$ cat src/rtl/instr_decode_pkg.sv
// Shared MIPS decode constants: cmd codes consumed by the control FSM, opcode and funct values.
package instr_decode_pkg;

    typedef enum logic [3:0] {
        CMD_LW      = 4'd0,
        CMD_SW      = 4'd1,
        CMD_J       = 4'd2,
        CMD_JR      = 4'd3,
        CMD_JAL     = 4'd4,
        CMD_BEQ     = 4'd5,
        CMD_BNE     = 4'd6,
        CMD_XORI    = 4'd7,
        CMD_ADDI    = 4'd8,
        CMD_ADD     = 4'd9,
        CMD_SUB     = 4'd10,
        CMD_SLT     = 4'd11,
        CMD_ILLEGAL = 4'd15
    } cmd_e;

    localparam logic [5:0] OP_RTYPE = 6'h00;
    localparam logic [5:0] OP_LW    = 6'h23;
    localparam logic [5:0] OP_SW    = 6'h2B;
    localparam logic [5:0] OP_J     = 6'h02;
    localparam logic [5:0] OP_JAL   = 6'h03;
    localparam logic [5:0] OP_BEQ   = 6'h04;
    localparam logic [5:0] OP_BNE   = 6'h05;
    localparam logic [5:0] OP_XORI  = 6'h0E;
    localparam logic [5:0] OP_ADDI  = 6'h08;

    localparam logic [5:0] FN_JR    = 6'h08;
    localparam logic [5:0] FN_ADD   = 6'h20;
    localparam logic [5:0] FN_SUB   = 6'h22;
    localparam logic [5:0] FN_SLT   = 6'h2A;

    localparam logic [4:0] REG_RA   = 5'd31;

endpackage

$ cat src/rtl/instr_decode_if.sv
// Memory-side and decode-side signals of the instruction decode stage.
// Counter signals exist only when DECODE_STATS_EN is defined.
interface instr_decode_if #(
    parameter int DATA_W    = 32,
    parameter int CNT_W     = 32,
    parameter int ILL_CNT_W = 16
);
    logic              irWe;
    logic [DATA_W-1:0] memOut;
    logic [3:0]        cmd;
    logic [4:0]        rs;
    logic [4:0]        rt;
    logic [4:0]        rd;
    logic [DATA_W-1:0] sxi;
    logic [DATA_W-1:0] sxis;
    logic [25:0]       jAddr;
    logic [DATA_W-1:0] mdr;
    logic              irValid;
    logic              illegal;
    logic              illegalSeen;

    if (DATA_W < 32 || CNT_W < 1 || ILL_CNT_W < 1) begin : g_param_chk
        $error("instr_decode_if: DATA_W must be >= 32 and counter widths >= 1");
    end

`ifdef DECODE_STATS_EN
    logic [CNT_W-1:0]     instrCount;
    logic [ILL_CNT_W-1:0] illegalCount;

    modport master (
        output irWe, memOut,
        input  cmd, rs, rt, rd, sxi, sxis, jAddr, mdr, irValid, illegal, illegalSeen,
        input  instrCount, illegalCount
    );
    modport slave (
        input  irWe, memOut,
        output cmd, rs, rt, rd, sxi, sxis, jAddr, mdr, irValid, illegal, illegalSeen,
        output instrCount, illegalCount
    );
`else
    modport master (
        output irWe, memOut,
        input  cmd, rs, rt, rd, sxi, sxis, jAddr, mdr, irValid, illegal, illegalSeen
    );
    modport slave (
        input  irWe, memOut,
        output cmd, rs, rt, rd, sxi, sxis, jAddr, mdr, irValid, illegal, illegalSeen
    );
`endif

endinterface

$ cat src/rtl/instr_decode_cmd_lut.sv
// Purely combinational opcode/funct -> cmd lookup; unknown encodings map to CMD_ILLEGAL.
module cmd_lut
    import instr_decode_pkg::*;
(
    input  logic [5:0] opcode,
    input  logic [5:0] funct,
    output cmd_e       cmd
);

    always_comb begin
        cmd = CMD_ILLEGAL;
        case (opcode)
            OP_LW:   cmd = CMD_LW;
            OP_SW:   cmd = CMD_SW;
            OP_J:    cmd = CMD_J;
            OP_JAL:  cmd = CMD_JAL;
            OP_BEQ:  cmd = CMD_BEQ;
            OP_BNE:  cmd = CMD_BNE;
            OP_XORI: cmd = CMD_XORI;
            OP_ADDI: cmd = CMD_ADDI;
            OP_RTYPE: begin
                case (funct)
                    FN_JR:   cmd = CMD_JR;
                    FN_ADD:  cmd = CMD_ADD;
                    FN_SUB:  cmd = CMD_SUB;
                    FN_SLT:  cmd = CMD_SLT;
                    default: cmd = CMD_ILLEGAL;
                endcase
            end
            default: cmd = CMD_ILLEGAL;
        endcase
    end

endmodule

$ cat src/rtl/instr_decode.sv
// Instruction register + decode stage of the multicycle MIPS CPU.
// Optional retired/illegal counters under DECODE_STATS_EN.
module instr_decode
    import instr_decode_pkg::*;
#(
    parameter int DATA_W    = 32,
    parameter int CNT_W     = 32,
    parameter int ILL_CNT_W = 16
) (
    input  logic           clk,
    input  logic           rst,
    instr_decode_if.slave  bus
);

    if (DATA_W < 32 || CNT_W < 1 || ILL_CNT_W < 1) begin : g_param_chk
        $error("instr_decode: DATA_W must be >= 32 and counter widths >= 1");
    end

    logic [DATA_W-1:0] ir_q, ir_d;
    logic [DATA_W-1:0] mdr_q, mdr_d;
    logic              ir_valid_q, ir_valid_d;
    logic              ill_seen_q, ill_seen_d;
    logic              ill_load;
    cmd_e              ir_cmd, mem_cmd, cmd;
    logic [DATA_W-1:0] sext16;

    cmd_lut u_ir_lut (
        .opcode (ir_q[31:26]),
        .funct  (ir_q[5:0]),
        .cmd    (ir_cmd)
    );

    // Second lookup on the incoming word lets illegalSeen set on the load edge itself.
    cmd_lut u_mem_lut (
        .opcode (bus.memOut[31:26]),
        .funct  (bus.memOut[5:0]),
        .cmd    (mem_cmd)
    );

    always_comb begin
        ill_load   = bus.irWe && (mem_cmd == CMD_ILLEGAL);
        ir_d       = bus.irWe ? bus.memOut : ir_q;
        ir_valid_d = ir_valid_q | bus.irWe;
        ill_seen_d = ill_seen_q | ill_load;
        mdr_d      = bus.memOut;
    end

    always_ff @(posedge clk or posedge rst) begin
        if (rst) begin
            ir_q       <= '0;
            mdr_q      <= '0;
            ir_valid_q <= 1'b0;
            ill_seen_q <= 1'b0;
        end else begin
            ir_q       <= ir_d;
            mdr_q      <= mdr_d;
            ir_valid_q <= ir_valid_d;
            ill_seen_q <= ill_seen_d;
        end
    end

    always_comb begin
        cmd    = ir_valid_q ? ir_cmd : CMD_ILLEGAL;
        sext16 = {{(DATA_W-16){ir_q[15]}}, ir_q[15:0]};
    end

    assign bus.cmd         = cmd;
    assign bus.rs          = ir_q[25:21];
    assign bus.rt          = ir_q[20:16];
    assign bus.rd          = (cmd == CMD_JAL) ? REG_RA : ir_q[15:11];
    assign bus.sxi         = (cmd == CMD_XORI) ? {{(DATA_W-16){1'b0}}, ir_q[15:0]} : sext16;
    assign bus.sxis        = {sext16[DATA_W-3:0], 2'b00};
    assign bus.jAddr       = ir_q[25:0];
    assign bus.mdr         = mdr_q;
    assign bus.irValid     = ir_valid_q;
    assign bus.illegal     = ir_valid_q && (cmd == CMD_ILLEGAL);
    assign bus.illegalSeen = ill_seen_q;

`ifdef DECODE_STATS_EN
    logic [CNT_W-1:0]     instr_cnt_q, instr_cnt_d;
    logic [ILL_CNT_W-1:0] ill_cnt_q, ill_cnt_d;

    // Both counters saturate at all-ones rather than wrapping.
    always_comb begin
        instr_cnt_d = instr_cnt_q;
        ill_cnt_d   = ill_cnt_q;
        if (bus.irWe && (instr_cnt_q != '1))
            instr_cnt_d = instr_cnt_q + CNT_W'(1);
        if (ill_load && (ill_cnt_q != '1))
            ill_cnt_d = ill_cnt_q + ILL_CNT_W'(1);
    end

    always_ff @(posedge clk or posedge rst) begin
        if (rst) begin
            instr_cnt_q <= '0;
            ill_cnt_q   <= '0;
        end else begin
            instr_cnt_q <= instr_cnt_d;
            ill_cnt_q   <= ill_cnt_d;
        end
    end

    assign bus.instrCount   = instr_cnt_q;
    assign bus.illegalCount = ill_cnt_q;
`endif

endmodule

$ cat src/flat_wrapper.sv
// flat-port wrapper written by rule: the top's interface ports become plain ports
module instr_decode_flat import instr_decode_pkg::*;
#(
    parameter int DATA_W    = 32,
    parameter int CNT_W     = 32,
    parameter int ILL_CNT_W = 16
)
  (clk, rst, bus_irWe, bus_memOut, bus_cmd, bus_rs, bus_rt, bus_rd, bus_sxi, bus_sxis, bus_jAddr, bus_mdr, bus_irValid, bus_illegal, bus_illegalSeen);
  instr_decode_if #(.DATA_W(DATA_W), .CNT_W(CNT_W), .ILL_CNT_W(ILL_CNT_W)) bus_i ();
  input  logic clk;
  input  logic rst;
  input wire logic [$bits(bus_i.irWe)-1:0] bus_irWe;
  input wire logic [$bits(bus_i.memOut)-1:0] bus_memOut;
  output wire logic [$bits(bus_i.cmd)-1:0] bus_cmd;
  output wire logic [$bits(bus_i.rs)-1:0] bus_rs;
  output wire logic [$bits(bus_i.rt)-1:0] bus_rt;
  output wire logic [$bits(bus_i.rd)-1:0] bus_rd;
  output wire logic [$bits(bus_i.sxi)-1:0] bus_sxi;
  output wire logic [$bits(bus_i.sxis)-1:0] bus_sxis;
  output wire logic [$bits(bus_i.jAddr)-1:0] bus_jAddr;
  output wire logic [$bits(bus_i.mdr)-1:0] bus_mdr;
  output wire logic [$bits(bus_i.irValid)-1:0] bus_irValid;
  output wire logic [$bits(bus_i.illegal)-1:0] bus_illegal;
  output wire logic [$bits(bus_i.illegalSeen)-1:0] bus_illegalSeen;
  assign bus_i.irWe = bus_irWe;
  assign bus_i.memOut = bus_memOut;
  assign bus_cmd = bus_i.cmd;
  assign bus_rs = bus_i.rs;
  assign bus_rt = bus_i.rt;
  assign bus_rd = bus_i.rd;
  assign bus_sxi = bus_i.sxi;
  assign bus_sxis = bus_i.sxis;
  assign bus_jAddr = bus_i.jAddr;
  assign bus_mdr = bus_i.mdr;
  assign bus_irValid = bus_i.irValid;
  assign bus_illegal = bus_i.illegal;
  assign bus_illegalSeen = bus_i.illegalSeen;
  instr_decode #(.DATA_W(DATA_W), .CNT_W(CNT_W), .ILL_CNT_W(ILL_CNT_W)) u_core (.clk(clk), .rst(rst), .bus(bus_i));
endmodule
$ cat config.mk
export PLATFORM = sky130hd
export DESIGN_NAME = instr_decode_flat
export DESIGN_NICKNAME = d
export VERILOG_FILES = /design/src/rtl/instr_decode_pkg.sv /design/src/rtl/instr_decode_if.sv /design/src/rtl/instr_decode_cmd_lut.sv /design/src/rtl/instr_decode.sv /design/src/flat_wrapper.sv
export SDC_FILE = /design/constraint.sdc
export NUM_CORES = 1
export LEC_CHECK = 0
export ABC_AREA = 1
export BUFFER_PORTS_ARGS = -buffer_cell sky130_fd_sc_hd__buf_2
export CAP_MARGIN = 20
export CORE_MARGIN = 2
export CORE_UTILIZATION = 41
export DETAILED_ROUTE_END_ITERATION = 10
export GPL_TIMING_DRIVEN = 0
export PLACE_DENSITY = 0.76
export SYNTH_ARGS = -nofsm -noshare
export SYNTH_HDL_FRONTEND = slang
export SYNTH_HIERARCHICAL = 1
export SYNTH_SLANG_ARGS = --single-unit
$ cat constraint.sdc
create_clock -name clk -period 2.05 [get_ports clk]
set_input_delay 0.205 -clock clk [delete_from_list [all_inputs] [get_ports clk]]
set_output_delay 0.205 -clock clk [all_outputs]
set_load 0.05 [all_outputs]
## Yosys cells after proc, flatten, opt, wreduce, memory -nomap -nowiden

Cells that the tools add are included.

| storage, ports and cells | value |
|---|---|
| input bits | 35 |
| word-level logic and storage cells | 45 |
| output and inout port bits | 144 |
| bits in registers | 66 |

| cells by class | value |
|---|---|
| bitwise logic cells | 2 |
| eq/ne operators | 28 |
| multiplexer cells | 7 |
| reduce and logical (&&, ||, !) cells | 4 |

Operators by type and width:

| cell | count |
|---|---|
| $pmux W4 S9 | 2 |
| $eq A6 B6 Y1 const B | 10 |
| $eq A6 B4 Y1 const B | 6 |
| $mux W32 | 1 |
| $pmux W4 S4 | 2 |
| $eq A6 B2 Y1 const B | 4 |
| $eq A6 B3 Y1 const B | 4 |
| $logic_not A6 Y1 | 2 |
| $eq A4 B3 Y1 const B | 2 |
| $eq A4 B4 Y1 const B | 2 |
| $mux W5 | 1 |
| $mux W4 | 1 |
| $logic_and A1 B1 Y1 | 2 |
| $or A1 B1 Y1 | 2 |

## Longest topological paths before layout

Gate-level depths: netlist of run 1.

| logic depth | value |
|---|---|
| depth after elaboration | 6 |
| gate-level depth with buffers | 12 |

## Hierarchy

The synthesis of run 1 kept the hierarchy.

Modules (own cells, without submodules):

| module | seq. area each (sq um) | times used | cells each | area an instance (sq um) |
|---|---|---|---|---|
| instr_decode | 1651.6 | 1 | 296 | 2940.3 |
| cmd_lut | 0.0 | 2 | 62 | 270.3 |

## Least setup slack after synthesis of run 1

Ideal clock, no wire load.

| path | value |
|---|---|
| path type | register to output |
| start | register u_core.ir_q[0] |
| end | output bus_sxi[17] |
| slack | -0.810 ns |
| stages on the path, launching flop included | 11 |
| buffers on the path | 1 |
| arrival | 2.655 ns |
| data required time | 1.845 ns |
| cells stage by stage | dfrtp_1 > nor2_1 > nand2_1 > nor2_1 > nor2_1 > nor2_1 > nand2_1 > a21oi_2 > nor2_1 > nor2_1 > buf_4 |

| between the ends | value |
|---|---|
| cells in the longest elaborated chain, start to end | 6 |

RTL lines:

| item | line | RTL |
|---|---|---|
| from (decl) | instr_decode.sv:19 | `logic [DATA_W-1:0] ir_q, ir_d;` |
| from (signal assigned) | instr_decode.sv:55 | `ir_q <= ir_d;` |
| $eq A6 B6 Y1 / $eq A6 B4 Y1 (equally long branches) | instr_decode_cmd_lut.sv:22 | `case (funct)` |
| $pmux W4 S4 (*) | instr_decode_cmd_lut.sv:22 |  |
| $pmux W4 S9 (*) | instr_decode_cmd_lut.sv:12 | `case (opcode)` |
| via u_core.ir_cmd[1] | instr_decode.sv:24 | `cmd_e ir_cmd, mem_cmd, cmd;` |
| $mux W4 (*) | instr_decode.sv:63 | `cmd = ir_valid_q ? ir_cmd : CMD_ILLEGAL;` |
| $eq A4 B3 Y1 (*) | instr_decode.sv:71 | `assign bus.sxi = (cmd == CMD_XORI) ? {{(DATA_W-16){1'b0}}, ir_q[15:0]} : sext16;` |
| $mux W32 (*) | instr_decode.sv:71 |  |
| to (decl) | flat_wrapper.sv:18 | `output wire logic [$bits(bus_i.sxi)-1:0] bus_sxi;` |

The timed path passes the listed nets; every way through them passes the cells marked *.

## Final worst setup path of run 1

| path | value |
|---|---|
| start | register u_core.ir_q[26] |
| end | output bus_sxi[20] |

| between the ends | value |
|---|---|
| cells in the longest elaborated chain, start to end | 5 |

RTL lines:

| item | line |
|---|---|
| $eq A6 B4 Y1, or another cell as far along | instr_decode_cmd_lut.sv:12 |
| $pmux W4 S9 (*) | instr_decode_cmd_lut.sv:12 |
| via u_core.ir_cmd[0] | instr_decode.sv:24 |
| $mux W4 (*) | instr_decode.sv:63 |
| $eq A4 B3 Y1 (*) | instr_decode.sv:71 |
| $mux W32 (*) | instr_decode.sv:71 |

Marks and branches as above.

==> metrics, run 1 <==
min-delay worst type=input pin to flip-flop; crit-path max FO=16; flop2flop setup slack=0.94 ns; Residual DRC=0; row cnt=33; Slew Limit Fails=0; outcome=finished with violations; antenna diode count=0; Num CTS Buffers=9; Hold Crit Depth=1; GRT Total Usage=0.1884; Clock Sinks=66; highest metal used=met4; met3 wire length=653 um; Detailed Route Iter0 Violations=85; port bufs=176; CP endpoint kind=primary output; Reg clk slew, reported paths=0.07 ns; worst setup path class=flip-flop to primary output; R2R Path End=u_core/ir_q[15]; Register-to-Register Path Depth=2; die width=96.14 um; Final Skew=0 ns; post-synthesis mux area share=0; failing checks=setup timing; Die Y-Extent=96.14 um; post-synth cell types=19; Synth Area in XOR/XNOR=0; Place WS=-0.2155 ns; Achievable Freq=407.3 MHz; Max Cap Violations=0; wire length per cell=12.08 um; synthesis-to-finish area growth=56.40%; hold path startpoint=bus_memOut[2]; crit start category=flip-flop; CTS tree=done; vias in the first global route=2991; layout cells sized above 1=0.5617; Worst-Margin Slew=0.5854 ns; yosys warns=6; largest family of logic cells by synthesized area=buffers and inverters; largest net degree at the start of global routing=41; Relative slew margins=0.6091; placer congestion estimate=0.9235; minimum clock period=2.455 ns; total vias in the final route=3302; most frequent cells in the layout=152 x buf_2, 117 x nand2_1, 113 x buf_4; # setup viols final=25; DP HPWL=6.504 mm; simple-gate share of the synthesized area=0.2358; post-synthesis compound-gate area fraction=0.02480; PD cells=848.0 mW/mm^2; Total Routed Length=9.100 mm; Nets=678; initial antenna violation count=0; Hold EP=u_core/bus.mdr[2]; Overflow after GRT=0; first-pass GRT wire length=13.45 mm; post-route antenna net violation count=0; reg2reg start=u_core/ir_q[15]; sequential area share after synthesis=0.4745; root buffer cell=clkbuf_8; unrepaired setup endpoints after global routing=yes; most common cell after layout, fill and taps aside=buf_2; setup TNS=-7.850 ns; Initial Utilization=0.4236; I/O pin cnt=179; Final WS setup=-0.4054 ns; Worst Path Required=1.85 ns; Yosys reg bits=66; synthesized area=0.003481 mm^2; metal2 WL=4.920 mm; Core Region=0.008217 mm^2; Synth Instances=420; met1 WL=3.349 mm; TritonRoute pass-1 iters=4; full die area=0.009243 mm^2; H-tree levels=3; Fin. Hold Viols=0; Clk Latency, worst-skew pair=0.33 ns; CP arrival=2.25 ns; clk buf depth=2; Peak VDD IR=0.4837 mV; end-of-flow core utilization=0.6626; Vias/cell=4.385; Pleak=3.112 nW; adder-cell area share of the yosys netlist=0; syn avg cell area=8.288 um^2; post-route clock period utilization=1.198
sequential cells by signal, indices dropped and copies added (netlist names):
name                    count
u_core/bus.mdr             32
u_core/bus.illegalSeen      1
u_core/bus.irValid          1
u_core/ir_q                32
routing by layer:
metal | track usage | vias up
met3 | 0.03446 | 17
met4 | 0.07738 | 0
li1 | - | 1620
met1 | 0.2044 | 1521
met2 | 0.3559 | 144
met5 | 0 | -
logic make-up (layout without fill, tap and decap cells):
| family | Yosys count | in the layout |
|---|---|---|
| other | 1 | 2 |
| buffers and inverters | 139 | 366 |
| flip-flops | 66 | 66 |
| AND/OR/NAND/NOR | 199 | 199 |
| AO/OA/AOI/OAI | 15 | 15 |
final cells by class:
| cell class | count | area (um^2) |
|---|---|---|
| fill | 671 | 2773 |
| sequential | 66 | 1660 |
| timing repair buffer | 211 | 1459 |
| multi-input combinational | 216 | 1084 |
| buffer | 105 | 794.5 |
| clock buffer | 12 | 135.1 |
| tap | 105 | 131.4 |
| inverter | 34 | 127.6 |
| clock inverter | 4 | 52.55 |
worst max path at each step:
stage,startpoint,end,cells after the start
floorplan,u_core/ir_q[29],bus_sxi[17],10
global placement,rst,u_core/bus.mdr[26],2
detailed placement,u_core/ir_q[0],bus_sxi[17],11
CTS,u_core/ir_q[4],bus_sxi[17],12
global route,u_core/ir_q[30],bus_sxi[21],13
finish,u_core/ir_q[26],bus_sxi[20],12
worst max-delay path, stage by stage (launching register included):
cell and delay (ns):
dfrtp_1 0.43, nor2_2 0.25, nand3_2 0.12, nand2_1 0.09, nor2_2 0.04, nand2_2 0.13, nand2_4 0.08, a21oi_4 0.20
nor2_4 0.06, nor2_4 0.12, buf_12 0.14, buf_4 0.12, buf_8 0.14
repair_timing:
| item | in CTS | in global routing |
|---|---|---|
| hold buffers | 20 | 1 |
| resized for setup | 83 | 43 |
| pin swaps | 10 | 3 |
| buffers inserted | 11 | 3 |
| setup endpoints to repair | 25 | 26 |
| endpoints found under the hold margin | 45 | 1 |
synthesized netlist by cell type:
cell | number | area share
nand2_2 | 4 | 0.0072
or2_0 | 2 | 0.0036
inv_1 | 32 | 0.035
conb_1 | 1 | 0.0011
a21oi_1 | 6 | 0.0086
dfrtp_1 | 66 | 0.47
buf_2 | 2 | 0.0029
nor2_1 | 35 | 0.038
or2_2 | 1 | 0.0018
o21ai_0 | 5 | 0.0072
buf_4 | 101 | 0.22
nor2_4 | 2 | 0.0065
nand2_1 | 127 | 0.14
buf_6 | 2 | 0.0065
nor2_2 | 5 | 0.0090
a21oi_2 | 1 | 0.0025
o21bai_1 | 3 | 0.0065
nand3_1 | 23 | 0.033
inv_2 | 2 | 0.0022
power breakdown:
part	internal (mW)	switching, mW
sequential	1.39	0.0753
clock	0.566	0.480
combinational	0.732	1.37
total	2.69	1.93
per-stage QoR:
stage	cell area (um^2)	instances	power [mW]	hold WS, ns
after global placement	4511	702	3.235	0.3273
after global routing	5444	753	4.835	0.02242
after detailed placement	4531	703	3.269	0.2962
after CTS	5261	750	4.544	0.001434
final	5444	753	4.616	0.02856
after floorplan	3498	421	2.908	0.2364
(Power assumes the default switching activity.)
==> inputs of run 2 (changes only) <==
- ABC_AREA: 1 -> default
- CORE_UTILIZATION: 41 -> 42
- PLACE_DENSITY: 0.76 -> 0.78
- SKIP_CTS_REPAIR_TIMING: default -> 1
==> metrics, run 2 <==
outcome=finished with violations (unchanged); failing checks=hold timing, setup timing (was setup timing); unrepaired setup endpoints after global routing=yes (unchanged); Register-to-Register Path Depth=1 (was 2); largest net degree at the start of global routing=37 (was 41); GRT Total Usage=0.1628 (was 0.1884); met3 wire length=557 um (was 653 um); first-pass GRT wire length=11.43 mm (was 13.45 mm); syn avg cell area=12.00 um^2 (was 8.288 um^2); min-delay worst type=input pin to async pin (was input pin to flip-flop); Slew Limit Fails=0 (unchanged); largest area contributor in the synthesized netlist=dfrtp_1 (unchanged); ys flop type=dfrtp_1 (unchanged); yosys warns=6 (unchanged); Worst-Margin Slew=0.6677 ns (was 0.5854 ns); count leader, synth=buf_4 (was nand2_1); Achievable Freq=352.1 MHz (was 407.3 MHz); worst setup path class=flip-flop to primary output (unchanged); top-area cell type share of the netlist area=0.4650 (was 0.4745); Synth Instances=296 (was 420); Overflow after GRT=0 (unchanged); Reg clk slew, reported paths=0.07 ns (about the same); wire length per cell=13.75 um (was 12.08 um); sequential area share after synthesis=0.4650 (was 0.4745); Die Y-Extent=95.97 um (was 96.14 um); Clk Latency, worst-skew pair=0.33 ns (about the same); post-synthesis compound-gate area fraction=0.06375 (was 0.02480); DP HPWL=5.811 mm (was 6.504 mm); Residual DRC=0 (unchanged); Nets=543 (was 678); Vias/cell=4.501 (was 4.385); placer congestion estimate=0.7604 (was 0.9235); Final Skew=0 ns (unchanged); root buffer cell=clkbuf_8 (unchanged); Max Cap Violations=0 (unchanged); highest metal used=met4 (unchanged); end-of-flow core utilization=0.6519 (was 0.6626); PD cells=884.5 mW/mm^2 (was 848.0 mW/mm^2); CTS tree=done (unchanged); TritonRoute pass-1 iters=4 (unchanged); Pleak=2.723 nW (was 3.112 nW); Fin. Hold Viols=30 (was 0); layout cells sized above 1=0.6992 (was 0.5617); asr flop ratio synth=1.000 (unchanged); Peak VDD IR=0.3993 mV (was 0.4837 mV); met1 WL=3.276 mm (was 3.349 mm); synthesis-to-finish area growth=50.79% (was 56.40%); Relative slew margins=0.5542 (was 0.6091); most frequent cells in the layout=150 x buf_2, 102 x buf_4, 63 x dfrtp_1 (was 152 x buf_2, 117 x nand2_1, 113 x buf_4); initial antenna violation count=0 (unchanged); Detailed Route Iter0 Violations=71 (was 85); flop2flop setup slack=0.95 ns (was 0.94 ns); most frequent cells after synthesis=99 x buf_4, 66 x dfrtp_1, 29 x mux2_4 (was 127 x nand2_1, 101 x buf_4, 66 x dfrtp_1); H-tree levels=3 (unchanged); post-route antenna net violation count=0 (unchanged); hold slack=-0.03947 ns (was 0.02856 ns); largest family of logic cells by synthesized area=buffers and inverters (unchanged); Initial Utilization=0.4323 (was 0.4236); simple-gate share of the synthesized area=0.08172 (was 0.2358); adder-cell area share of the yosys netlist=0 (unchanged); clk buf depth=2 (unchanged); Yosys reg bits=66 (unchanged); R2R Path End=u_core/ir_q[15] (unchanged); row cnt=33 (unchanged); CP arrival=2.64 ns (was 2.25 ns); vias in the first global route=2412 (was 2991); Total Routed Length=8.482 mm (was 9.100 mm); Final WS setup=-0.7902 ns (was -0.4054 ns); reg2reg start=u_core/ir_q[15] (unchanged); Worst Path Required=1.85 ns (about the same); die width=95.97 um (was 96.14 um); synthesized area=0.003552 mm^2 (was 0.003481 mm^2); post-route clock period utilization=1.385 (was 1.198); Core Region=0.008217 mm^2 (unchanged); Synth Area in XOR/XNOR=0.009863 (was 0); Clock Sinks=66 (unchanged); placed insts=578 (was 703); CP endpoint kind=primary output (unchanged); Post-synth EDFFs=0 (unchanged); port bufs=175 (was 176); crit-path max FO=8 (was 16); antenna diode count=0 (unchanged); full die area=0.009209 mm^2 (was 0.009243 mm^2); # setup viols final=26 (was 25); metal2 WL=4.598 mm (was 4.920 mm); post-synthesis mux area share=0.1377 (was 0); Post-Layout Cell Count=617 (was 753); Num CTS Buffers=9 (unchanged); I/O pin cnt=179 (unchanged); most common cell after layout, fill and taps aside=buf_2 (unchanged); post-synth cell types=38 (was 19); top area cells in the synthesized netlist=dfrtp_1 46%, buf_4 21%, mux2_4 12% (was dfrtp_1 47%, buf_4 22%, nand2_1 14%); total vias in the final route=2777 (was 3302); minimum clock period=2.840 ns (was 2.455 ns); crit start category=flip-flop (unchanged)
==> run 2: cell types whose count changed after synthesis, sizes merged, moves of 6 or more <==
cell	previous run	this run
a21oi	7	0
clkbuf	0	8
inv	34	3
mux2	0	32
nand2	131	3
nand2b	0	8
nand3	23	3
nor2	42	3
nor4	0	6
==> run 2: stage by stage <==
| step | hold WS, ns | instance area, um^2 | setup TNS [ns] | power, mW | worst slack (ns) |
|---|---|---|---|---|---|
| 6_report | -0.03947 | 5356 | -18.22 | 4.738 | -0.7902 |
| 5_1_grt | 0.001261 | 5356 | -20.56 | 4.951 | -0.8857 |
| 4_1_cts | -0.03459 | 4845 | -26.64 | 4.566 | -1.156 |
| 3_5_place_dp | 0.3278 | 4652 | -16.93 | 3.474 | -0.7903 |
| 3_3_place_gp | 0.3228 | 4632 | -51.41 | 3.436 | -0.7177 |
| 2_1_floorplan | 0.2364 | 3625 | -10.91 | 3.108 | -0.5142 |
==> run 2: worst max path at each step <==
stage,from,to,slack (ns),cells past startpoint
after floorplan,u_core/ir_q[28],bus_rd[0],-0.51,7
after global placement,u_core/ir_q[28],bus_rd[2],-0.72,8
after detailed placement,u_core/ir_q[26],bus_rd[4],-0.79,7
after CTS,u_core/ir_q[26],bus_rd[4],-1.16,7
after global routing,u_core/ir_q[30],bus_sxi[28],-0.89,8
final,u_core/ir_q[30],bus_sxi[24],-0.79,8
==> run 2: layer usage <==
metal  track usage  up-vias
li1              -     1335
met1        0.1973     1332
met2        0.2780      105
met3       0.04464        5
met4       0.05833        0
met5             0        -
==> run 2: cells by family after synthesis <==
logic type             count (synthesis)
buffers and inverters                114
flip-flops                            66
AND/OR/NAND/NOR                       46
multiplexers                          34
AO/OA/AOI/OAI                         31
XOR/XNOR                               4
other                                  1
==> run 2: layout make-up <==
type | count | area (um^2)
fillers | 624 | 2860
flip-flops and latches | 66 | 1655
repair buffers | 203 | 1325
multi-input cells | 118 | 1204
plain buffers | 107 | 837.1
clock buffers | 10 | 137.6
well taps | 105 | 131.4
clock inverters | 5 | 55.05
inverters | 3 | 11.26
==> run 2: power by group <==
| part | switching, mW | total [mW] | internal, mW |
|---|---|---|---|
| Combinational | 1.36 | 2.15 | 0.797 |
| Clock | 0.492 | 1.08 | 0.584 |
| Sequential | 0.110 | 1.51 | 1.40 |
| Total | 1.96 | 4.74 | 2.78 |
==> run 2: worst max-delay path, cell delays in order, from the launching register on <==
cell and delay [ns]:
dfrtp_2 0.42, or2_4 0.28, or4_4 0.42, or2_4 0.30, o21ai_4 0.21, nand3_4 0.13
o21a_4 0.26, buf_4 0.15, buf_6 0.14
==> inputs of run 3 (changes only) <==
--- a/config.mk
+++ b/config.mk
@@ -9,8 +9,8 @@
 export CAP_MARGIN = 20
 export CORE_MARGIN = 2
-export CORE_UTILIZATION = 42
+export CORE_UTILIZATION = 50
 export DETAILED_ROUTE_END_ITERATION = 10
 export GPL_TIMING_DRIVEN = 0
-export PLACE_DENSITY = 0.78
+export PLACE_DENSITY = 0.87
 export SKIP_CTS_REPAIR_TIMING = 1
 export SYNTH_ARGS = -nofsm -noshare
==> constraint.sdc (replaced) <==
create_clock -name clk -period 3.42 [get_ports clk]
set_input_delay 0.342 -clock clk [delete_from_list [all_inputs] [get_ports clk]]
set_output_delay 0.342 -clock clk [all_outputs]
set_load 0.1 [all_outputs]
==> metrics, run 3 (synthesis results as in run 2) <==
Vias/cell=4.571 (was 4.501); min-delay worst type=input pin to async pin (unchanged); Slew Limit Fails=0 (unchanged); I/O pin cnt=179 (unchanged); Worst Path Required=3.08 ns (was 1.85 ns); CP endpoint kind=primary output (unchanged); layout cells sized above 1=0.6933 (was 0.6992); post-route antenna net violation count=0 (unchanged); initial antenna violation count=0 (unchanged); Place WS=0.1593 ns (was -0.7903 ns); CTS tree=done (unchanged); synthesis-to-finish area growth=34.98% (was 50.79%); Worst-Margin Slew=0.5639 ns (was 0.6677 ns); Initial Utilization=0.5200 (was 0.4323); total vias in the final route=2674 (was 2777); full die area=0.007794 mm^2 (was 0.009209 mm^2); Net Switching=1.783 mW (was 1.960 mW); Clock Sinks=66 (unchanged); most frequent cells in the layout=169 x buf_2, 99 x buf_4, 66 x dfrtp_1 (was 150 x buf_2, 102 x buf_4, 63 x dfrtp_1); Final Skew=0 ns (unchanged); Residual DRC=0 (unchanged); Reg power frac=0.274 (was 0.318); TritonRoute pass-1 iters=6 (was 4); crit-path max FO=7 (was 8); DP HPWL=5.774 mm (was 5.811 mm); most common cell after layout, fill and taps aside=buf_2 (unchanged); root buffer cell=clkbuf_8 (unchanged); clk buf depth=2 (unchanged); minimum clock period=3.290 ns; Pleak=2.493 nW (was 2.723 nW); die width=88.29 um (was 95.97 um); GRT Total Usage=0.1892 (was 0.1628); CP arrival=2.95 ns (was 2.64 ns); Die Y-Extent=88.29 um (was 95.97 um); Overflow after GRT=0 (unchanged); critical-path cell list=or2_1 > or4_1 > or2_4 > o21ai_1 > nand4bb_1 > o21bai_1 > clkbuf_4 (was or2_4 > or4_4 > or2_4 > o21ai_4 > nand3_4 > o21a_4 > buf_4 > buf_6); antenna diode count=0 (unchanged); crit start category=flip-flop (unchanged); flop2flop setup slack=2.36 ns (was 0.95 ns); Reg clk slew, reported paths=0.08 ns (was 0.07 ns); wire length per cell=13.08 um (was 13.75 um); placer congestion estimate=0.7671 (was 0.7604); outcome=finished clean (was finished with violations); Achievable Freq=304.0 MHz; sw frac=0.5477 (was 0.4136); Total Routed Length=7.650 mm (was 8.482 mm); Core Region=0.006832 mm^2 (was 0.008217 mm^2); worst setup path class=flip-flop to primary output (unchanged); H-tree levels=3 (unchanged); Max Cap Violations=0 (unchanged); Final WS setup=0.1301 ns (was -0.7902 ns); final instance area=0.004795 mm^2 (was 0.005356 mm^2); max incr delay on CP=0.45 ns (was 0.42 ns); Clk Latency, worst-skew pair=0.33 ns (about the same); Num CTS Buffers=9 (unchanged); Peak VDD IR=0.3996 mV (was 0.3993 mV); Fin. Hold Viols=0 (was 30); Clk pwr share=0.174 (was 0.227); # setup viols final=0 (was 26); post-route clock period utilization=0.9619; PD cells=679.0 mW/mm^2 (was 884.5 mW/mm^2); row cnt=30 (was 33); placed instance area=0.004578 mm^2 (was 0.004652 mm^2); largest net degree at the start of global routing=46 (was 37); power share of the combinational group=0.552 (was 0.455); slowest CP cell=dfrtp_1 (was dfrtp_2); first-pass GRT wire length=11.21 mm (was 11.43 mm); Detailed Route Iter0 Violations=115 (was 71); Relative slew margins=0.6241 (was 0.5542); Internal Power=1.473 mW (was 2.778 mW); vias in the first global route=2420 (was 2412); port bufs=175 (unchanged); Nets=519 (was 543)
## run 3: routing by layer
| layer | global-route usage | up-vias | wire length, um |
|---|---|---|---|
| met2 | 0.3288 | 105 | 3927 |
| met5 | 0 | - | 0 |
| li1 | - | 1289 | - |
| met1 | 0.2198 | 1276 | 3093 |
| met4 | 0.09780 | 0 | 78 |
| met3 | 0.04104 | 4 | 551 |
## run 3: critical path, delay by kind of cell, from the launching register on
kind	cells	cell delay (ns)
buffers and inverters	1	0.36
AND/OR/NAND/NOR	4	1.32
AO/OA/AOI/OAI	2	0.48
flip-flops	1	0.45
## run 3: final timing paths
path	endpoint	cells after the start	start
setup / recovery	bus_rd[2]	7	u_core/ir_q[31]
hold / removal	u_core/bus.mdr[16]	2	rst
setup reg to reg	u_core/ir_q[15]	1	u_core/ir_q[15]
hold reg to reg	u_core/bus.illegalSeen	1	u_core/bus.illegalSeen
max in group asynchronous	u_core/bus.mdr[27]	3	rst
min in group clk	u_core/bus.mdr[7]	1	bus_memOut[7]
## run 3: cell type report
| type | count | area, um^2 |
|---|---|---|
| fill | 515 | 2037 |
| timing repair buffer | 176 | 910.9 |
| buffer | 111 | 844.6 |
| tap | 96 | 120.1 |
| inverter | 3 | 11.26 |
| clock inverter | 7 | 46.29 |
| multi-input combinational | 117 | 1086 |
| clock buffer | 9 | 123.9 |
| sequential | 66 | 1652 |
## run 3: metrics by stage
stage	TNS, ns	power (mW)	hold slack, ns	std cells	util
after floorplan	-0.4397	2.475	0.3734	297	-
after global placement	0	2.671	0.4485	568	0.6672
after detailed placement	0	2.695	0.3914	569	0.6701
after CTS	-3.290	3.266	0.01559	585	0.6951
after global routing	-0.03000	3.365	0.04900	585	0.7018
final	0	3.256	0.01361	585	0.7018
## run 3: power groups by stage
stage	combinational (mW)	sequential (mW)	clock (mW)
CTS	1.79	0.891	0.584
global placement	1.77	0.901	0
finish	1.80	0.891	0.568
floorplan	1.44	1.04	0
global route	1.85	0.900	0.614
detailed placement	1.79	0.906	0
